===== src/rtl/alu_pipe_pkg.sv =====
// Shared constants and types for alu_pipe: mode, select codes, multiplier states.
// The multiplier is built only when ALU_PIPE_MUL_EN is defined.
package alu_pipe_pkg;

    localparam logic MODE_ARITH = 1'b0;
    localparam logic MODE_LOGIC = 1'b1;

    // Logic-mode function codes
    localparam logic [3:0] LOG_NOT_A      = 4'd0;
    localparam logic [3:0] LOG_NOR        = 4'd1;
    localparam logic [3:0] LOG_NOTA_AND_B = 4'd2;
    localparam logic [3:0] LOG_ZERO       = 4'd3;
    localparam logic [3:0] LOG_NAND       = 4'd4;
    localparam logic [3:0] LOG_NOT_B      = 4'd5;
    localparam logic [3:0] LOG_XOR        = 4'd6;
    localparam logic [3:0] LOG_A_AND_NOTB = 4'd7;
    localparam logic [3:0] LOG_NOTA_OR_B  = 4'd8;
    localparam logic [3:0] LOG_XNOR       = 4'd9;
    localparam logic [3:0] LOG_B          = 4'd10;
    localparam logic [3:0] LOG_AND        = 4'd11;
    localparam logic [3:0] LOG_ONES       = 4'd12;
    localparam logic [3:0] LOG_A_OR_NOTB  = 4'd13;
    localparam logic [3:0] LOG_OR         = 4'd14;
    localparam logic [3:0] LOG_A          = 4'd15;

    // Arithmetic-mode function codes
    localparam logic [3:0] ARI_A_PLUS_C     = 4'd0;
    localparam logic [3:0] ARI_ADD          = 4'd1;
    localparam logic [3:0] ARI_SUB          = 4'd2;
    localparam logic [3:0] ARI_RSUB         = 4'd3;
    localparam logic [3:0] ARI_DBL          = 4'd4;
    localparam logic [3:0] ARI_A_PLUS_AND   = 4'd5;
    localparam logic [3:0] ARI_OR_PLUS_AND  = 4'd6;
    localparam logic [3:0] ARI_A_MINUS_C    = 4'd7;
    localparam logic [3:0] ARI_SHR          = 4'd8;
    localparam logic [3:0] ARI_INC          = 4'd9;
    localparam logic [3:0] ARI_DEC          = 4'd10;
    localparam logic [3:0] ARI_B_PLUS_C     = 4'd11;
    localparam logic [3:0] ARI_NEG          = 4'd12;
    localparam logic [3:0] ARI_A_PLUS_NB    = 4'd13;
    localparam logic [3:0] ARI_ANDN_MINUS_C = 4'd14;
    localparam logic [3:0] ARI_MUL          = 4'd15;

    typedef enum logic [1:0] {
        MUL_S_IDLE = 2'd0,
        MUL_S_MUL  = 2'd1,
        MUL_S_DONE = 2'd2
    } mul_state_e;

endpackage


===== src/rtl/alu_pipe_mul.sv =====
// Shift-add unsigned multiplier: IDLE -> MUL (WIDTH steps) -> DONE -> IDLE.
// Used by alu_pipe only when ALU_PIPE_MUL_EN is defined.
module alu_pipe_mul
    import alu_pipe_pkg::*;
#(
    parameter int unsigned WIDTH = 16
) (
    input  logic             clk,
    input  logic             rst,
    input  logic             start,
    input  logic [WIDTH-1:0] a,
    input  logic [WIDTH-1:0] b,
    output logic             busy_c,
    output logic             done_c,
    output logic [WIDTH-1:0] prod_lo,
    output logic             prod_hi_nz
);
    localparam int unsigned CNT_W = $clog2(WIDTH) + 1;
    localparam int unsigned PW    = 2 * WIDTH;

    mul_state_e       state_q, state_d;
    logic [PW-1:0]    acc_q, acc_d;
    logic [PW-1:0]    mcand_q, mcand_d;
    logic [WIDTH-1:0] mplier_q, mplier_d;
    logic [CNT_W-1:0] cnt_q, cnt_d;

    // State and datapath registers
    always_ff @(posedge clk) begin
        if (rst) begin
            state_q  <= MUL_S_IDLE;
            acc_q    <= '0;
            mcand_q  <= '0;
            mplier_q <= '0;
            cnt_q    <= '0;
        end else begin
            state_q  <= state_d;
            acc_q    <= acc_d;
            mcand_q  <= mcand_d;
            mplier_q <= mplier_d;
            cnt_q    <= cnt_d;
        end
    end

    // Next state: one partial product per MUL cycle, DONE presents the product
    always_comb begin
        state_d  = state_q;
        acc_d    = acc_q;
        mcand_d  = mcand_q;
        mplier_d = mplier_q;
        cnt_d    = cnt_q;
        busy_c   = 1'b0;
        done_c   = 1'b0;
        case (state_q)
            MUL_S_IDLE: begin
                if (start) begin
                    acc_d    = '0;
                    mcand_d  = {{WIDTH{1'b0}}, a};
                    mplier_d = b;
                    cnt_d    = '0;
                    state_d  = MUL_S_MUL;
                end
            end
            MUL_S_MUL: begin
                busy_c = 1'b1;
                if (mplier_q[0]) begin
                    acc_d = acc_q + mcand_q;
                end
                mcand_d  = mcand_q << 1;
                mplier_d = mplier_q >> 1;
                cnt_d    = cnt_q + 1'b1;
                if (cnt_q == CNT_W'(WIDTH - 1)) begin
                    state_d = MUL_S_DONE;
                end
            end
            MUL_S_DONE: begin
                busy_c  = 1'b1;
                done_c  = 1'b1;
                state_d = MUL_S_IDLE;
            end
            default: state_d = MUL_S_IDLE;
        endcase
    end

    assign prod_lo    = acc_q[WIDTH-1:0];
    assign prod_hi_nz = |acc_q[PW-1:WIDTH];

endmodule


===== src/rtl/alu_pipe.sv =====
// Registered ALU with valid/ready handshake and a stored carry flag.
// Define ALU_PIPE_MUL_EN to turn arithmetic select 15 into a multi-cycle A*B.
module alu_pipe
    import alu_pipe_pkg::*;
#(
    parameter int unsigned WIDTH      = 16,
    parameter int unsigned CMP_SIGNED = 0
) (
    input  logic             clk,
    input  logic             rst,
    input  logic             in_valid,
    output logic             in_ready,
    input  logic [WIDTH-1:0] in_a,
    input  logic [WIDTH-1:0] in_b,
    input  logic [3:0]       select,
    input  logic             mode,
    input  logic             carry_in,
    input  logic             use_flag,
    output logic             out_valid,
    input  logic             out_ready,
    output logic [WIDTH-1:0] alu_out,
    output logic             carry_out,
    output logic             compare,
    output logic             less,
    output logic             zero,
    output logic             busy
);
    localparam int unsigned W1 = WIDTH + 1;

    logic             out_valid_q, out_valid_d;
    logic [WIDTH-1:0] alu_out_q, alu_out_d;
    logic             carry_out_q, carry_out_d;
    logic             compare_q, compare_d;
    logic             less_q, less_d;
    logic             zero_q, zero_d;
    logic             carry_flag_q, carry_flag_d;

    logic             cin_c, op_c, op_sub, cout_c, cmp_c, less_c, accept_c, load_c;
    logic [WIDTH-1:0] op_x, op_y, logic_c, res_c;
    logic [WIDTH:0]   arith_c;

    assign accept_c = in_valid && in_ready;
    assign in_ready = !busy && (!out_valid_q || out_ready);
    assign cmp_c    = (in_a == in_b);
    assign less_c   = (CMP_SIGNED != 0) ? ($signed(in_a) < $signed(in_b)) : (in_a < in_b);

    // Function unit: logic table, or arithmetic as one add/subtract of W+1 bits
    always_comb begin : alu_calc
        cin_c   = use_flag ? carry_flag_q : carry_in;
        op_x    = in_a;
        op_y    = '0;
        op_c    = cin_c;
        op_sub  = 1'b0;
        logic_c = '0;
        case (select)
            LOG_NOT_A:      logic_c = ~in_a;
            LOG_NOR:        logic_c = ~(in_a | in_b);
            LOG_NOTA_AND_B: logic_c = ~in_a & in_b;
            LOG_ZERO:       logic_c = '0;
            LOG_NAND:       logic_c = ~(in_a & in_b);
            LOG_NOT_B:      logic_c = ~in_b;
            LOG_XOR:        logic_c = in_a ^ in_b;
            LOG_A_AND_NOTB: logic_c = in_a & ~in_b;
            LOG_NOTA_OR_B:  logic_c = ~in_a | in_b;
            LOG_XNOR:       logic_c = ~(in_a ^ in_b);
            LOG_B:          logic_c = in_b;
            LOG_AND:        logic_c = in_a & in_b;
            LOG_ONES:       logic_c = '1;
            LOG_A_OR_NOTB:  logic_c = in_a | ~in_b;
            LOG_OR:         logic_c = in_a | in_b;
            default:        logic_c = in_a;
        endcase
        case (select)
            ARI_A_PLUS_C:     ;
            ARI_ADD:          op_y = in_b;
            ARI_SUB:          begin op_y = in_b; op_sub = 1'b1; end
            ARI_RSUB:         begin op_x = in_b; op_y = in_a; op_sub = 1'b1; end
            ARI_DBL:          op_y = in_a;
            ARI_A_PLUS_AND:   op_y = in_a & in_b;
            ARI_OR_PLUS_AND:  begin op_x = in_a | in_b; op_y = in_a & in_b; end
            ARI_A_MINUS_C:    op_sub = 1'b1;
            ARI_SHR:          ;
            ARI_INC:          op_c = 1'b1;
            ARI_DEC:          begin op_c = 1'b1; op_sub = 1'b1; end
            ARI_B_PLUS_C:     op_x = in_b;
            ARI_NEG:          begin op_x = '0; op_y = in_a; op_c = 1'b0; op_sub = 1'b1; end
            ARI_A_PLUS_NB:    op_y = ~in_b;
            ARI_ANDN_MINUS_C: begin op_x = in_a & ~in_b; op_sub = 1'b1; end
            default:          op_sub = 1'b1;  // A-cin; replaced by the multiplier when enabled
        endcase
        if (op_sub) begin
            arith_c = {1'b0, op_x} - {1'b0, op_y} - W1'(op_c);
        end else begin
            arith_c = {1'b0, op_x} + {1'b0, op_y} + W1'(op_c);
        end
        if (mode == MODE_LOGIC) begin
            res_c  = logic_c;
            cout_c = 1'b0;
        end else if (select == ARI_SHR) begin
            res_c  = {cin_c, in_a[WIDTH-1:1]};
            cout_c = in_a[0];
        end else begin
            res_c  = arith_c[WIDTH-1:0];
            cout_c = arith_c[WIDTH];
        end
    end

`ifdef ALU_PIPE_MUL_EN
    logic             mul_start_c, mul_busy_c, mul_done_c, mul_hi_nz;
    logic [WIDTH-1:0] mul_lo;
    logic             pend_cmp_q, pend_cmp_d, pend_less_q, pend_less_d;

    assign mul_start_c = accept_c && (mode == MODE_ARITH) && (select == ARI_MUL);
    assign load_c      = accept_c && !mul_start_c;
    assign busy        = mul_busy_c;

    alu_pipe_mul #(.WIDTH(WIDTH)) u_mul (
        .clk        (clk),
        .rst        (rst),
        .start      (mul_start_c),
        .a          (in_a),
        .b          (in_b),
        .busy_c     (mul_busy_c),
        .done_c     (mul_done_c),
        .prod_lo    (mul_lo),
        .prod_hi_nz (mul_hi_nz)
    );

    // Compare flags of a multiply are captured at accept and shown with the product
    always_comb begin
        pend_cmp_d  = pend_cmp_q;
        pend_less_d = pend_less_q;
        if (mul_start_c) begin
            pend_cmp_d  = cmp_c;
            pend_less_d = less_c;
        end
    end

    // Pending compare flags
    always_ff @(posedge clk) begin
        if (rst) begin
            pend_cmp_q  <= 1'b0;
            pend_less_q <= 1'b0;
        end else begin
            pend_cmp_q  <= pend_cmp_d;
            pend_less_q <= pend_less_d;
        end
    end
`else
    assign load_c = accept_c;
    assign busy   = 1'b0;
`endif

    // Output slot: load on accept (or multiply done), clear on consume, else hold
    always_comb begin : out_next
        out_valid_d  = out_valid_q && !out_ready;
        alu_out_d    = alu_out_q;
        carry_out_d  = carry_out_q;
        compare_d    = compare_q;
        less_d       = less_q;
        zero_d       = zero_q;
        carry_flag_d = carry_flag_q;
        if (load_c) begin
            out_valid_d = 1'b1;
            alu_out_d   = res_c;
            carry_out_d = cout_c;
            compare_d   = cmp_c;
            less_d      = less_c;
            zero_d      = (res_c == '0);
            if (mode == MODE_ARITH) begin
                carry_flag_d = cout_c;
            end
        end
`ifdef ALU_PIPE_MUL_EN
        if (mul_done_c) begin
            out_valid_d  = 1'b1;
            alu_out_d    = mul_lo;
            carry_out_d  = mul_hi_nz;
            compare_d    = pend_cmp_q;
            less_d       = pend_less_q;
            zero_d       = (mul_lo == '0);
            carry_flag_d = mul_hi_nz;
        end
`endif
    end

    // Output and carry-flag registers
    always_ff @(posedge clk) begin
        if (rst) begin
            out_valid_q  <= 1'b0;
            alu_out_q    <= '0;
            carry_out_q  <= 1'b0;
            compare_q    <= 1'b0;
            less_q       <= 1'b0;
            zero_q       <= 1'b0;
            carry_flag_q <= 1'b0;
        end else begin
            out_valid_q  <= out_valid_d;
            alu_out_q    <= alu_out_d;
            carry_out_q  <= carry_out_d;
            compare_q    <= compare_d;
            less_q       <= less_d;
            zero_q       <= zero_d;
            carry_flag_q <= carry_flag_d;
        end
    end

    assign out_valid = out_valid_q;
    assign alu_out   = alu_out_q;
    assign carry_out = carry_out_q;
    assign compare   = compare_q;
    assign less      = less_q;
    assign zero      = zero_q;

endmodule


===== config.mk =====
export PLATFORM = sky130hd
export DESIGN_NAME = alu_pipe
export DESIGN_NICKNAME = d
export VERILOG_FILES = /design/src/rtl/alu_pipe_pkg.sv /design/src/rtl/alu_pipe_mul.sv /design/src/rtl/alu_pipe.sv
export SDC_FILE = /design/constraint.sdc
export NUM_CORES = 1
export LEC_CHECK = 0
export BUFFER_PORTS_ARGS = -buffer_cell sky130_fd_sc_hd__buf_2
export CAP_MARGIN = 20
export CORE_MARGIN = 3
export CORE_UTILIZATION = 60
export CTS_CLUSTER_SIZE = 16
export DETAILED_ROUTE_END_ITERATION = 6
export GPL_TIMING_DRIVEN = 0
export HOLD_SLACK_MARGIN = 0.08
export PLACE_DENSITY = 0.8
export SETUP_SLACK_MARGIN = 0.4
export SYNTH_ARGS = -nofsm -noshare
export SYNTH_HDL_FRONTEND = slang
export SYNTH_SLANG_ARGS = --single-unit

===== constraint.sdc =====
create_clock -name clk -period 8.4 [get_ports clk]
set_input_delay 0 -clock clk [delete_from_list [all_inputs] [get_ports clk]]
set_output_delay 0 -clock clk [all_outputs]
set_load 0.005 [all_outputs]

Yosys cells after proc, flatten, opt, wreduce, memory -nomap -nowiden
Index checks and enable logic that the tools add are counted.
{ "classes": {"add_sub_neg": 4, "n_lt_le_gt_ge": 1, "n_eq_ne": 15, "n_mux": 11, "bitwise": 13, "reduce_logical": 14} }
{ "op_table": {"columns": ["cell", "n"], "rows": [
  ["$pmux W16 S15", 1],
  ["$pmux W16 S4", 2],
  ["$not A16 Y16", 5],
  ["$and A16 B16 Y16", 3],
  ["$or A16 B16 Y16", 3],
  ["$mux W16", 2],
  ["$eq A4 B4 Y1 const B", 7],
  ["$add A16 B16 Y17", 1],
  ["$add A17 B1 Y17", 1],
  ["$mux W17", 1],
  ["$sub A16 B16 Y17", 1],
  ["$sub A17 B1 Y17", 1],
  ["$eq A16 B16 Y1", 1],
  ["$eq A4 B3 Y1 const B", 4],
  ["$logic_not A16 Y1", 1],
  ["$lt A16 B16 Y1", 1],
  ["$xor A16 B16 Y16", 1],
  ["$reduce_or A9 Y1", 1],
  ["$eq A4 B2 Y1 const B", 2],
  ["$reduce_or A2 Y1", 4],
  ["$eq A4 B1 Y1 const B", 1],
  ["$logic_not A4 Y1", 1],
  ["$mux W1", 4],
  ["$reduce_or A3 Y1", 1],
  ["other kinds (6)", 8]
]} }
{ "word_totals": {"ff_bits": 22, "input_bits": 43, "output_inout_bits": 23, "wordCells": 65} }

Depth between registers and ports, before layout
Gate-level depths: netlist (run 1).
{ "depth": {"word_depth": 9, "depth_mapped": 24, "ltp_nobuf": 20} }

Worst setup path before layout (run 1)
No wires, ideal clock.
{ "synth_path": {"path_kind": "input to register", "start": "input select[0]", "end": "register zero_q, in the netlist zero", "setup_ps": 59, "t_arrival_ps": 4895, "required_time_ps": 8341, "path_slack_ps": 3446, "path_stages": 21, "n_path_buf": 6, "cell_sequence": "buf_2 > buf_2 > buf_2 > buf_1 > clkbuf_1 > buf_1 > o32ai_1 > a221oi_1 > inv_1 > fa_1 > fa_1 > nand2b_1 > a2111oi_0 > or4_1 > a311oi_1 > o21a_1 > o21ai_0 > a31oi_1 > nand4_1 > nor4_1 > a22o_1"} }
{ "synth_via": {"elab_chain_cells": 9, "word_cells_on_any_way": 33, "classes_between": "4 x add/sub; 14 x eq/ne; 7 x mux; 8 x reduce/logical"} }
{ "synth_rtl": {"columns": ["element", "line_no", "source"], "rows": [
  ["start: declaration", "alu_pipe.sv:15", "input logic [3:0] select,"],
  ["$eq A4 B4 Y1, or another cell as far along", "alu_pipe.sv:55, alu_pipe.sv:73", null],
  ["$reduce_or A3 Y1 (no source line) or $reduce_or A2 Y1 (tied branches)", null, null],
  ["$pmux W16 S4", "alu_pipe.sv:73", "case (select)"],
  ["$sub A16 B16 Y17 or $add A16 B16 Y17 (tied branches)", "alu_pipe.sv:92, alu_pipe.sv:94", null],
  ["$sub A17 B1 Y17 or $add A17 B1 Y17 (tied branches)", "alu_pipe.sv:92, alu_pipe.sv:94", null],
  ["$mux W17", "alu_pipe.sv:91", "if (op_sub) begin"],
  ["$mux W16", "alu_pipe.sv:99", "end else if (select == ARI_SHR) begin"],
  ["$mux W16 (*)", "alu_pipe.sv:96", "if (mode == MODE_LOGIC) begin"],
  ["$logic_not A16 Y1 (*)", "alu_pipe.sv:169", "zero_d = (res_c == '0);"],
  ["end signal: assignment", "alu_pipe.sv:203", "zero_q <= zero_d;"],
  ["end: declaration", "alu_pipe.sv:35", "logic zero_q, zero_d;"]
]} }
Every way passes the cells marked *; elsewhere a longest branch is shown, timed or not.
A chain may end at the register's enable or synchronous reset.

Final worst setup path (run 1)
{ "layout_path": {"start": "input select[3]", "end": "register zero_q, in the netlist zero"} }
The elaborated chain is that of the path after synthesis.

==> summary.txt, run 1 <==
Power and ir drop
  – Sw Pwr: 489 µW
  – Internal: approximately 460 µW
  – Clk pwr share: 0.139
  – Leakage power: 0.00344 µW
  – Gate power share: 0.736
  – Maximum VDD drop: a little over 70 µV
  – Sw frac: 0.513
  – Reg power frac: 0.125
  – Power Density: approximately 120 mW/mm²

STA
  – Worst-Margin Slew: between 1 and 1.5 ns
  – Hold Fails Final Rpt: 0
  – Max_slew headroom: 0.237
  – Tmin final: 6.37 ns
  – RSZ-0062 raised after global routing: no
  – Setup violators final: 0
  – Max-slew violations: 0
  – Layout Skew: 0.00516 ns
  – Final worst slack: 2.03 ns
  – Fmax: about 0.16 GHz
  – Setup TNS: 0 ns
  – Final worst path period share: 0.759

Finish
  – Final-stage net count: 1289
  – # diodes: 0
  – Area grow syn2layout: 8.85%
  – Fill count: around 1100
  – Share of cells above drive strength 1: 0.102

Hold path
  – Hold_sp: out_ready
  – Hold-critical path depth: 3
  – Worst Hold Class: in -> reg

Critical path
  – CP startpoint kind: primary input
  – Setup CP Type: in -> reg
  – FF-to-FF Start: carry_flag_q
  – Crit path from: select[3]
  – CP endpoint kind: flop
  – Crit path DAT: about 6.6 ns
  – CP Data Required Time: 8.60 ns
  – CP max FO: 10
  – Reg2reg path depth: 16

Global routing
  – Antenna violations before repair: 0
  – First-pass GRT wire length: between 40 and 50 mm
  – Grt total ovfl: 0
  – Met2 GRT Util: 0.662
  – Total GRT Usage: 0.443
  – Largest net degree at the start of global routing: 14
  – M3 GR Usage: 0.111
  – GR peak layer: met2
  – Grt met1 use: 0.589
  – Number of global-route vias before repair: around 8000

Clocking
  – CTS H-tree depth: 1
  – CTS tree: built
  – Cts bufs inserted: 3
  – Clk buf depth: 2
  – Worst-path clk slew: about 0.06 ns
  – TritonCTS Sinks: 22
  – Worst-Skew Late Latency: 0.26 ns
  – Clk root buf: clkbuf_16
  – Post CTS Setup Buffer Count: 0

Logic synthesis
  – Ys Warns: 0
  – Post-synthesis mux area share: 0.0305
  – Xor/xnor cell area share of the yosys netlist: 0.0233
  – Adder-cell share of the synthesized area: 0.200
  – Seq/Total Area, Yosys: 0.0617
  – Largest family of logic cells by synthesized area: compound AO/OA/AOI/OAI gates
  – Ys async rst share: 0
  – Avg Inst Size Synth: just under 7 µm²
  – Mapped Nets: approximately 1200
  – Synthesized area: 0.00714 mm²
  – Compound-cell area share of the yosys netlist: 0.386
  – Mapped Cells: around 1100
  – Synthesis-stage register bit count: 22
  – Synth Area in Simple Gates: 0.206
  – Top FF cell, synth: dfxtp_1
  – Unique cell type count in the Yosys netlist: 72
  – Post-synth EDFFs: 0

Routing
  – Total number of vias: between 9000 and 10000
  – Drt wl/cell: 24.3 µm
  – Final wirelength: between 30 and 40 mm
  – Vias/cell: 7.28
  – Final ANT Viol Nets: 0
  – Initial DRC Count: between 1000 and 1500
  – DRC viols: 2
  – Drt pass-1 iters: 7

Placed design
  – Port Buffers: 63
  – Detail Placement HPWL: roughly 24 mm
  – Pre-CTS WS: 2.05 ns
  – RePlAce Congestion: 1.08

Status
  – Failing checks: design-rule violations
  – Outcome: complete, but fails checks

Floorplan
  – Die ar.: ~0.013 mm²
  – Horiz. Die Dim: 115 µm
  – Row count: 39
  – # IOs: 66
  – Die height: 115 µm
  – Initial Util: 0.620
  – Core region area: 0.0115 mm²

Run
  – Max-cap violation count: 0
==> cell families after synthesis <==
logic type / count (synthesis)
compound gates: 410
simple gates: 320
buf+inv: 159
fa+ha+maj: 112
flops: 22
xor+xnor: 19
mux: 19
other cells: 1
==> cell usage in the layout (no fill, tap or decap), types with 7 or more instances in the layout <==
master,n
nor2_1,116
nor3_1,17
o31ai_1,9
o21ai_0,85
nand2_1,93
a21o_1,10
nand4_1,8
a221oi_1,11
dfxtp_1,22
inv_1,88
a22oi_1,15
buf_2,88
a21oi_1,99
o221ai_1,11
o211ai_1,22
xor2_1,9
o2111ai_1,9
xnor2_1,10
ha_1,108
a31oi_1,16
nand3_1,14
o22ai_1,13
o32ai_1,8
a211oi_1,19
a221o_1,18
nor2b_1,16
or2_2,7
mux2i_1,15
clkbuf_1,34
nand2b_1,20
==> cells in the mapped netlist (all sizes together) (11+ instances only) <==
master	number	area, µm²
o21ai	88	440
o221ai	12	111
a211oi	19	143
nand3	14	70.1
a22oi	15	113
a21oi	99	495
inv	89	334
ha	108	1350
o211ai	22	165
nand2b	20	125
nor2b	16	100
nor2	116	435
nand2	93	349
clkbuf	34	128
a31oi	16	100
mux2i	15	150
a221oi	11	96.3
nor3	17	85.1
o22ai	13	81.3
dfxtp	22	440
buf	35	185
a221o	18	180
==> power groups by stage <==
stage | Combinational (µW) | Sequential, µW | Clock [µW]
2_1_floorplan | 466 | 122 | 0
3_3_place_gp | 651 | 121 | 0
3_5_place_dp | 660 | 121 | 0
4_1_cts | 665 | 119 | 131
5_1_grt | 746 | 120 | 138
6_report | 701 | 119 | 133
==> stage by stage <==
| step | cells | util | hold WS (ns) | area, µm² | power [µW] |
|---|---|---|---|---|---|
| 2_1_floorplan | 1062 | - | 0.104 | 7140 | 589 |
| 3_3_place_gp | 1268 | 0.663 | 0.255 | 7640 | 771 |
| 3_5_place_dp | 1268 | 0.663 | 0.262 | 7640 | 781 |
| 4_1_cts | 1274 | 0.674 | 0.0873 | 7760 | 916 |
| 5_1_grt | 1276 | 0.675 | 0.105 | 7770 | 1000 |
| 6_report | 1276 | 0.675 | 0.0910 | 7770 | 953 |
==> cell type report <==
class | instances | area, µm² | area share
multi-input combinational | 881 | 6050 | 0.778
sequential | 22 | 440 | 0.0567
timing repair buffer | 67 | 348 | 0.0447
inverter | 90 | 338 | 0.0435
buffer | 69 | 313 | 0.0402
tap | 143 | 179 | 0.0230
clock buffer | 3 | 75.1 | 0.00966
clock inverter | 1 | 30.0 | 0.00386
==> worst max-delay path, cell delays in order <==
cell and delay [ns]:
buf_2 0.10, buf_2 0.17, buf_2 0.21, buf_2 0.22, buf_2 0.23, buf_2 0.24, buf_1 0.31, o32ai_1 0.95
clkbuf_1 0.69, a221o_1 0.37, ha_1 0.29, ha_1 0.29, clkbuf_1 0.29, nand2_1 0.07, or4_1 0.48, a311oi_1 0.49
o21a_1 0.21, o21ai_0 0.10, a31oi_1 0.26, nand4_1 0.16, nor4_1 0.27, a22o_1 0.16
==> state kept, by name, indices dropped and copies added (netlist names) <==
name and count:
alu_out 16, less 1, carry_flag_q 1, out_valid 1, compare 1, carry_out 1
zero 1
==> per-layer routing <==
metal  part of all wire  routed length [µm]
met2               0.41               12600
met4              0.070                2160
met3               0.15                4680
met5                  0                   0
met1               0.37               11500
==> worst paths after layout <==
| path | end | slack (ns) |
|---|---|---|
| max | zero | 2.03 |
| min | out_valid | 0.09 |
| max reg2reg | zero | 3.41 |
| min reg2reg | alu_out[3] | 0.46 |
==> what timing repair did <==
item | 4_1_cts | 5_1_grt
gates resized for setup | 0 | 0
hold endpoints to repair | 2 | 0
setup endpoints to repair | 0 | 0
hold buffers | 2 | 0
Note: power is estimated with default switching activity, not from simulation.
==> inputs of run 2 (changes only) <==
--- a/config.mk
+++ b/config.mk
@@ -5,10 +5,11 @@
 export SDC_FILE = /design/constraint.sdc
 export NUM_CORES = 1
 export LEC_CHECK = 0
+export ABC_AREA = 1
 export BUFFER_PORTS_ARGS = -buffer_cell sky130_fd_sc_hd__buf_2
 export CAP_MARGIN = 20
 export CORE_MARGIN = 3
-export CORE_UTILIZATION = 60
+export CORE_UTILIZATION = 57
 export CTS_CLUSTER_SIZE = 16
 export DETAILED_ROUTE_END_ITERATION = 6
 export GPL_TIMING_DRIVEN = 0
==> constraint.sdc (replaced) <==
create_clock -name clk -period 5.5 [get_ports clk]
set_input_delay 0 -clock clk [delete_from_list [all_inputs] [get_ports clk]]
set_output_delay 0 -clock clk [all_outputs]
set_load 0.005 [all_outputs]
==> run 2 against run 1 <==
- critical path depth grew 2
- synthesized area shrank 4.6%
- global-route usage shrank 2.7 points
- the run now ends clean
==> summary.txt, run 2 <==
Critical path
  – CP startpoint kind: primary input
  – CP max FO: 10
  – CP endpoint kind: flop
  – Cells along the critical path: buf_2 -> inv_1 -> nand2_1 -> nor2_1 -> clkbuf_1 -> nand2_1 -> o2111ai_1 -> o21ai_0 -> fa_1 -> inv_1 -> fa_1 -> nand2_1 -> nand2_1 -> nand4_1 -> nand4_1 -> a21boi_0 -> or2_2 -> nand3_1 -> o21ai_0 -> o21bai_1 -> nand2_1 -> nor2_1 -> nand3_1 -> a21oi_1
  – Crit path DAT: between 5 and 6 ns
  – Top cell by count, worst path: nand2_1
  – Setup CP Type: in -> reg
  – CP Data Required Time: 5.68 ns
  – Critical Path Slowest Stage Cell: nor2_1
  – Crit path buf inv count: 4
  – CP peak stage delay: 0.84 ns
  – Crit path max-delay family: simple AND/OR/NAND/NOR gates

Finish
  – Area grow syn2layout: 8.98%
  – Most common cell after layout, fill and taps aside: nand2_1
  – Final-stage net count: 1436
  – Share of cells above drive strength 1: 0.0742
  – Max FFs per register: 16
  – Post-route cell area: about 0.0074 mm²
  – Most frequent cells in the layout: nand2_1, inv_1, nor2_1, ha_1, nand3_1

Logic synthesis
  – Cell with the most instances after synthesis: nand2_1
  – Share of the synthesized area in the top cell type: 0.198
  – Unique cell type count in the Yosys netlist: 43
  – Seq/Total Area, Yosys: 0.0646
  – Top FF cell, synth: dfxtp_1
  – Ys Warns: 0
  – Avg Inst Size Synth: 5.63 µm²
  – Mapped Nets: approximately 1400
  – Largest area contributor in the netlist: ha_1
  – Ys async rst share: 0
  – Post-synth EDFFs: 0
  – Synthesis-stage register bit count: 22
  – Synth top cells by count: nand2_1, inv_1, nor2_1
  – Synthesized area: 0.00681 mm²
  – Area contributors post-synth: ha_1, nand2_1, inv_1
  – Mapped Cells: 1211

Routing
  – DRC viols: 0
  – Drt pass-1 iters: 6
  – Final ANT Viol Nets: 0
  – Final wirelength: 28.6 mm
  – Initial DRC Count: 1304
  – Total number of vias: about 8900
  – Drt wl/cell: 20.1 µm
  – Vias/cell: between 6 and 7

Clocking
  – Worst-path clk slew: 0.06 ns
  – Clk root buf: clkbuf_16
  – Post CTS Setup Buffer Count: 0
  – Worst-Skew Late Latency: between 0.2 and 0.3 ns
  – Cts bufs inserted: 3
  – TritonCTS Sinks: 22
  – CTS H-tree depth: 1
  – Clk buf depth: 2
  – CTS tree: built

Floorplan
  – Core region area: 0.0116 mm²
  – Die height: 115 µm
  – Row count: 39
  – Die ar.: 0.0133 mm²
  – Initial Util: 0.589
  – # IOs: between 60 and 70
  – Horiz. Die Dim: 115 µm

Run
  – Max-cap violation count: 0

Placed design
  – Post-DP Area: 0.00731 mm²
  – Port Buffers: 63
  – RePlAce Congestion: ~1.0
  – Detail Placement HPWL: 22.4 mm

Status
  – Outcome: completed

Power and ir drop
  – Maximum VDD drop: 123 µV
  – Leakage power: 0.00403 µW
  – Power Density: 167 mW/mm²

Hold path
  – Worst Hold Class: in -> reg

STA
  – Hold Fails Final Rpt: 0
  – Final worst path period share: 0.912
  – Fmax: ~0.20 GHz
  – Max-slew violations: 0
  – Setup TNS: 0 ns
  – Layout Skew: 0.00138 ns
  – Setup violators final: 0
  – Worst-Margin Slew: 1.10 ns
  – RSZ-0062 raised after global routing: no
  – Tmin final: 5.02 ns
  – Max_slew headroom: 0.267

Global routing
  – Number of global-route vias before repair: 7919
  – Largest net degree at the start of global routing: 13
  – Antenna violations before repair: 1
  – Total GRT Usage: 0.416
  – First-pass GRT wire length: about 43 mm
  – Grt total ovfl: 0
## run 2: area by class of cell
cell class | instances | area (µm²)
multi-input combinational | 944 | 5430
inverter | 209 | 785
clock buffer | 4 | 88.8
fill | 1207 | 4140
timing repair buffer | 65 | 335
tap | 143 | 179
buffer | 36 | 161
antenna | 2 | 5.00
sequential | 22 | 440
## run 2: worst reg2reg max path, stage by stage (launching register included)
cell and delay, ns:
dfxtp_1 0.34, mux2i_1 0.11, o21ai_0 0.31, inv_1 0.11
fa_1 0.45, inv_1 0.12, fa_1 0.26, nand2_1 0.07
nand2_1 0.14, nand4_1 0.16, nand4_1 0.18, a21boi_0 0.13
or2_2 0.30, nand3_1 0.08, o21ai_0 0.11, o21bai_1 0.15
nand2_1 0.18, nor2_1 0.13, nand3_1 0.09, a21oi_1 0.16
## run 2: routing by layer
| layer | vias up | GRT usage | wire, µm |
|---|---|---|---|
| met5 | - | 0.0111 | 0 |
| met4 | 0 | 0.192 | 1620 |
| met3 | 129 | 0.0932 | 3930 |
| met2 | 652 | 0.638 | 12000 |
| met1 | 3955 | 0.554 | 11000 |
| li1 | 4154 | - | - |
## run 2: path summary, 6_finish.rpt
kind	startpoint	slack [ns]	cells after the start	endpoint
hold reg to reg	carry_out	0.47	2	carry_out
setup / recovery	select[0]	0.48	24	zero
setup reg to reg	carry_flag_q	1.85	19	zero
hold / removal	rst	0.23	4	alu_out[13]
## run 2: repair_timing
item / in CTS / in global routing
hold buffers: 2 / 0
endpoints found under the setup margin: 0 / 6
gates resized for setup: 0 / 3
hold endpoints to repair: 1 / 0
## run 2: stage by stage
| step | cells | utilization | hold WS (ns) | power, µW | setup slack [ns] |
|---|---|---|---|---|---|
| 2_1_floorplan | 1211 | - | 0.102 | 779 | 2.12 |
| 3_3_place_gp | 1417 | 0.632 | 0.254 | 1030 | 0.307 |
| 3_5_place_dp | 1417 | 0.632 | 0.256 | 1040 | 0.214 |
| 4_1_cts | 1423 | 0.641 | 0.229 | 1210 | 0.463 |
| 5_1_grt | 1424 | 0.642 | 0.277 | 1340 | 0.435 |
| 6_report | 1425 | 0.642 | 0.230 | 1240 | 0.485 |
## run 2: kinds of logic (layout without fill, tap and decap cells)
kind of cell | count (synthesis) | in the layout | synth area share
flip-flops | 22 | 22 | 0.0646
adder cells (fa/ha/maj) | 112 | 112 | 0.210
XOR/XNOR | 3 | 3 | 0.00386
AO/OA/AOI/OAI | 262 | 262 | 0.240
other | 1 | 3 | 0.000550
multiplexers | 1 | 1 | 0.00147
buffers and inverters | 245 | 314 | 0.139
AND/OR/NAND/NOR | 565 | 565 | 0.341
## run 2: where the power goes
group | switching [µW] | internal, µW
clock network | 56.7 | 111
registers | 6.88 | 174
logic | 603 | 290
==> inputs of run 3 (changes only) <==
--- a/config.mk
+++ b/config.mk
@@ -15,6 +15,7 @@
 export GPL_TIMING_DRIVEN = 0
 export HOLD_SLACK_MARGIN = 0.08
 export PLACE_DENSITY = 0.8
+export REMOVE_ABC_BUFFERS = 1
 export SETUP_SLACK_MARGIN = 0.4
 export SYNTH_ARGS = -nofsm -noshare
 export SYNTH_HDL_FRONTEND = slang
==> run 3 against run 2 <==
- routed wire length fell by 15%
- largest cell class unchanged
- register-to-register slack got worse by 0.11 ns
- highest routed layer unchanged
- via count fell by 3.0%
- critical endpoint is now carry_flag_q
- combinational power is 4.1% lower
- global-route usage down 6.4 points
- the run now ends with design-rule violations left
- design area shrank 1.1%
- setup slack better by 0.35 ns
==> summary.txt, run 3 (synthesis gave the netlist of run 2 again) <==
Status
  – Outcome: complete, but fails checks
  – Failing checks: design-rule violations

Power and ir drop
  – Leakage power: 0.00398 µW
  – Maximum VDD drop: between 100 and 150 µV
  – Total power: 1190 µW
  – Power Density: 162 mW/mm²

Critical path
  – CP startpoint kind: primary input
  – Critical Path Slowest Stage Cell: nor2_4
  – Crit path DAT: approximately 4.8 ns
  – CP peak stage delay: 0.35 ns
  – CP endpoint kind: flop
  – Setup CP Type: in -> reg
  – CP max FO: 12
  – Crit path max-delay family: simple AND/OR/NAND/NOR gates
  – CP Data Required Time: 5.63 ns
  – Top cell by count, worst path: nand2_1
  – Crit path buf inv count: 5

STA
  – Setup violators final: 0
  – Max-slew violations: 0
  – Max_slew headroom: 0.219
  – Final worst path period share: 0.849
  – Fmax: 0.214 GHz
  – RSZ-0062 raised after global routing: no
  – Layout Skew: 0.00359 ns
  – Hold Fails Final Rpt: 0
  – Worst-Margin Slew: roughly 1.2 ns
  – Tmin final: ~4.7 ns

Global routing
  – Largest net degree at the start of global routing: 27
  – Total GRT Usage: 0.353
  – Number of global-route vias before repair: 7712
  – Antenna violations before repair: 0
  – First-pass GRT wire length: 38.2 mm
  – Grt total ovfl: 0

Floorplan
  – Die height: 115 µm
  – Horiz. Die Dim: around 120 µm
  – Die ar.: 0.0133 mm²
  – Core region area: between 0.01 and 0.015 mm²
  – Initial Util: 0.589
  – Row count: 39
  – # IOs: between 60 and 70

Routing
  – Final ANT Viol Nets: 0
  – DRC viols: 4
  – Total number of vias: 8623
  – Vias/cell: 6.19
  – Final wirelength: 24.2 mm
  – Drt wl/cell: 17.4 µm
  – Drt pass-1 iters: 7
  – Initial DRC Count: 1308

Clocking
  – TritonCTS Sinks: 22
  – Worst-path clk slew: 0.06 ns
  – Cts bufs inserted: 3
  – Worst-Skew Late Latency: 0.25 ns
  – CTS tree: built
  – Clk root buf: clkbuf_16
  – CTS H-tree depth: 1
  – Clk buf depth: 2

Finish
  – Multi-input gate area: 0.00547 mm²
  – Most common cell after layout, fill and taps aside: nand2_1
  – Area grow syn2layout: 7.77%
  – Share of cells above drive strength 1: 0.0737
  – Layout Utilization: 0.635
  – # diodes: 0
  – FF+latch area: 440 µm²
  – Fin cells: 1392
  – Max FFs per register: 16
  – Post-route cell area: 0.00734 mm²
  – Fill count: 1163
  – Final-stage net count: between 1000 and 1500
  – Most frequent cells in the layout: nand2_1, inv_1, nor2_1, ha_1, nand3_1

Placed design
  – Post-DP Area: approximately 0.007 mm²
  – Detail Placement HPWL: 18.2 mm
  – Port Buffers: 64
  – Cells after DPL: 1387
  – RePlAce Congestion: approximately 1.0

Run
  – Max-cap violation count: 0

Hold path
  – Worst Hold Class: in -> reg
==> run 3: cell count changes in the layout (fill, tap and decap cells not counted), moves of 2 or more <==
cell / delta
clkbuf_1: -20
buf_2: -10
nand2_1: -3
nand2_2: +3
nor2_1: -3
nor2_4: +3
diode_2: -2
==> run 3: what timing repair did <==
| action | CTS | global route |
|---|---|---|
| hold buffers | 2 | 0 |
| resized for setup | 4 | 7 |
| buffers inserted | 0 | 0 |
| hold endpoints to repair | 1 | 0 |
| endpoints found under the setup margin | 10 | 5 |
==> run 3: worst paths after layout <==
| check | startpoint | cells past startpoint | endpoint | slack [ns] |
|---|---|---|---|---|
| worst min register to register | carry_out | 2 | carry_out | 0.47 |
| worst max-delay path | select[2] | 25 | carry_flag_q | 0.83 |
| worst max register to register | carry_flag_q | 19 | carry_flag_q | 1.74 |
| worst min-delay path | rst | 2 | zero | 0.14 |
==> run 3: per-stage QoR <==
stage	TNS (ns)	hold WS (ns)	setup WS, ns
CTS	0	0.129	0.548
global placement	-1.66	0.256	-0.508
global route	0	0.163	0.444
detailed placement	-1.93	0.265	-0.537
floorplan	0	0.0691	1.76
finish	0	0.142	0.832
==> run 3: power breakdown <==
group          leakage [µW]  total (µW)  internal [µW]  switching (µW)
logic               0.00376         856            285             571
clock network     0.0000370         149           95.9            53.5
registers          0.000182         181            174            6.84
==> run 3: layout make-up <==
| class | instances | share of cell area |
|---|---|---|
| Multi-Input combinational cell | 944 | 0.746 |
| Sequential cell | 22 | 0.0600 |
| Inverter | 209 | 0.107 |
| Clock buffer | 3 | 0.0102 |
| Timing Repair Buffer | 71 | 0.0530 |
| Tap cell | 143 | 0.0244 |
==> run 3: layer usage <==
layer | up-vias | global-route usage | share of wire
met5 | - | 0 | 0
met4 | 0 | 0.182 | 0.063
met3 | 141 | 0.0595 | 0.12
met2 | 594 | 0.542 | 0.42
met1 | 3797 | 0.473 | 0.39
li1 | 4091 | - | -
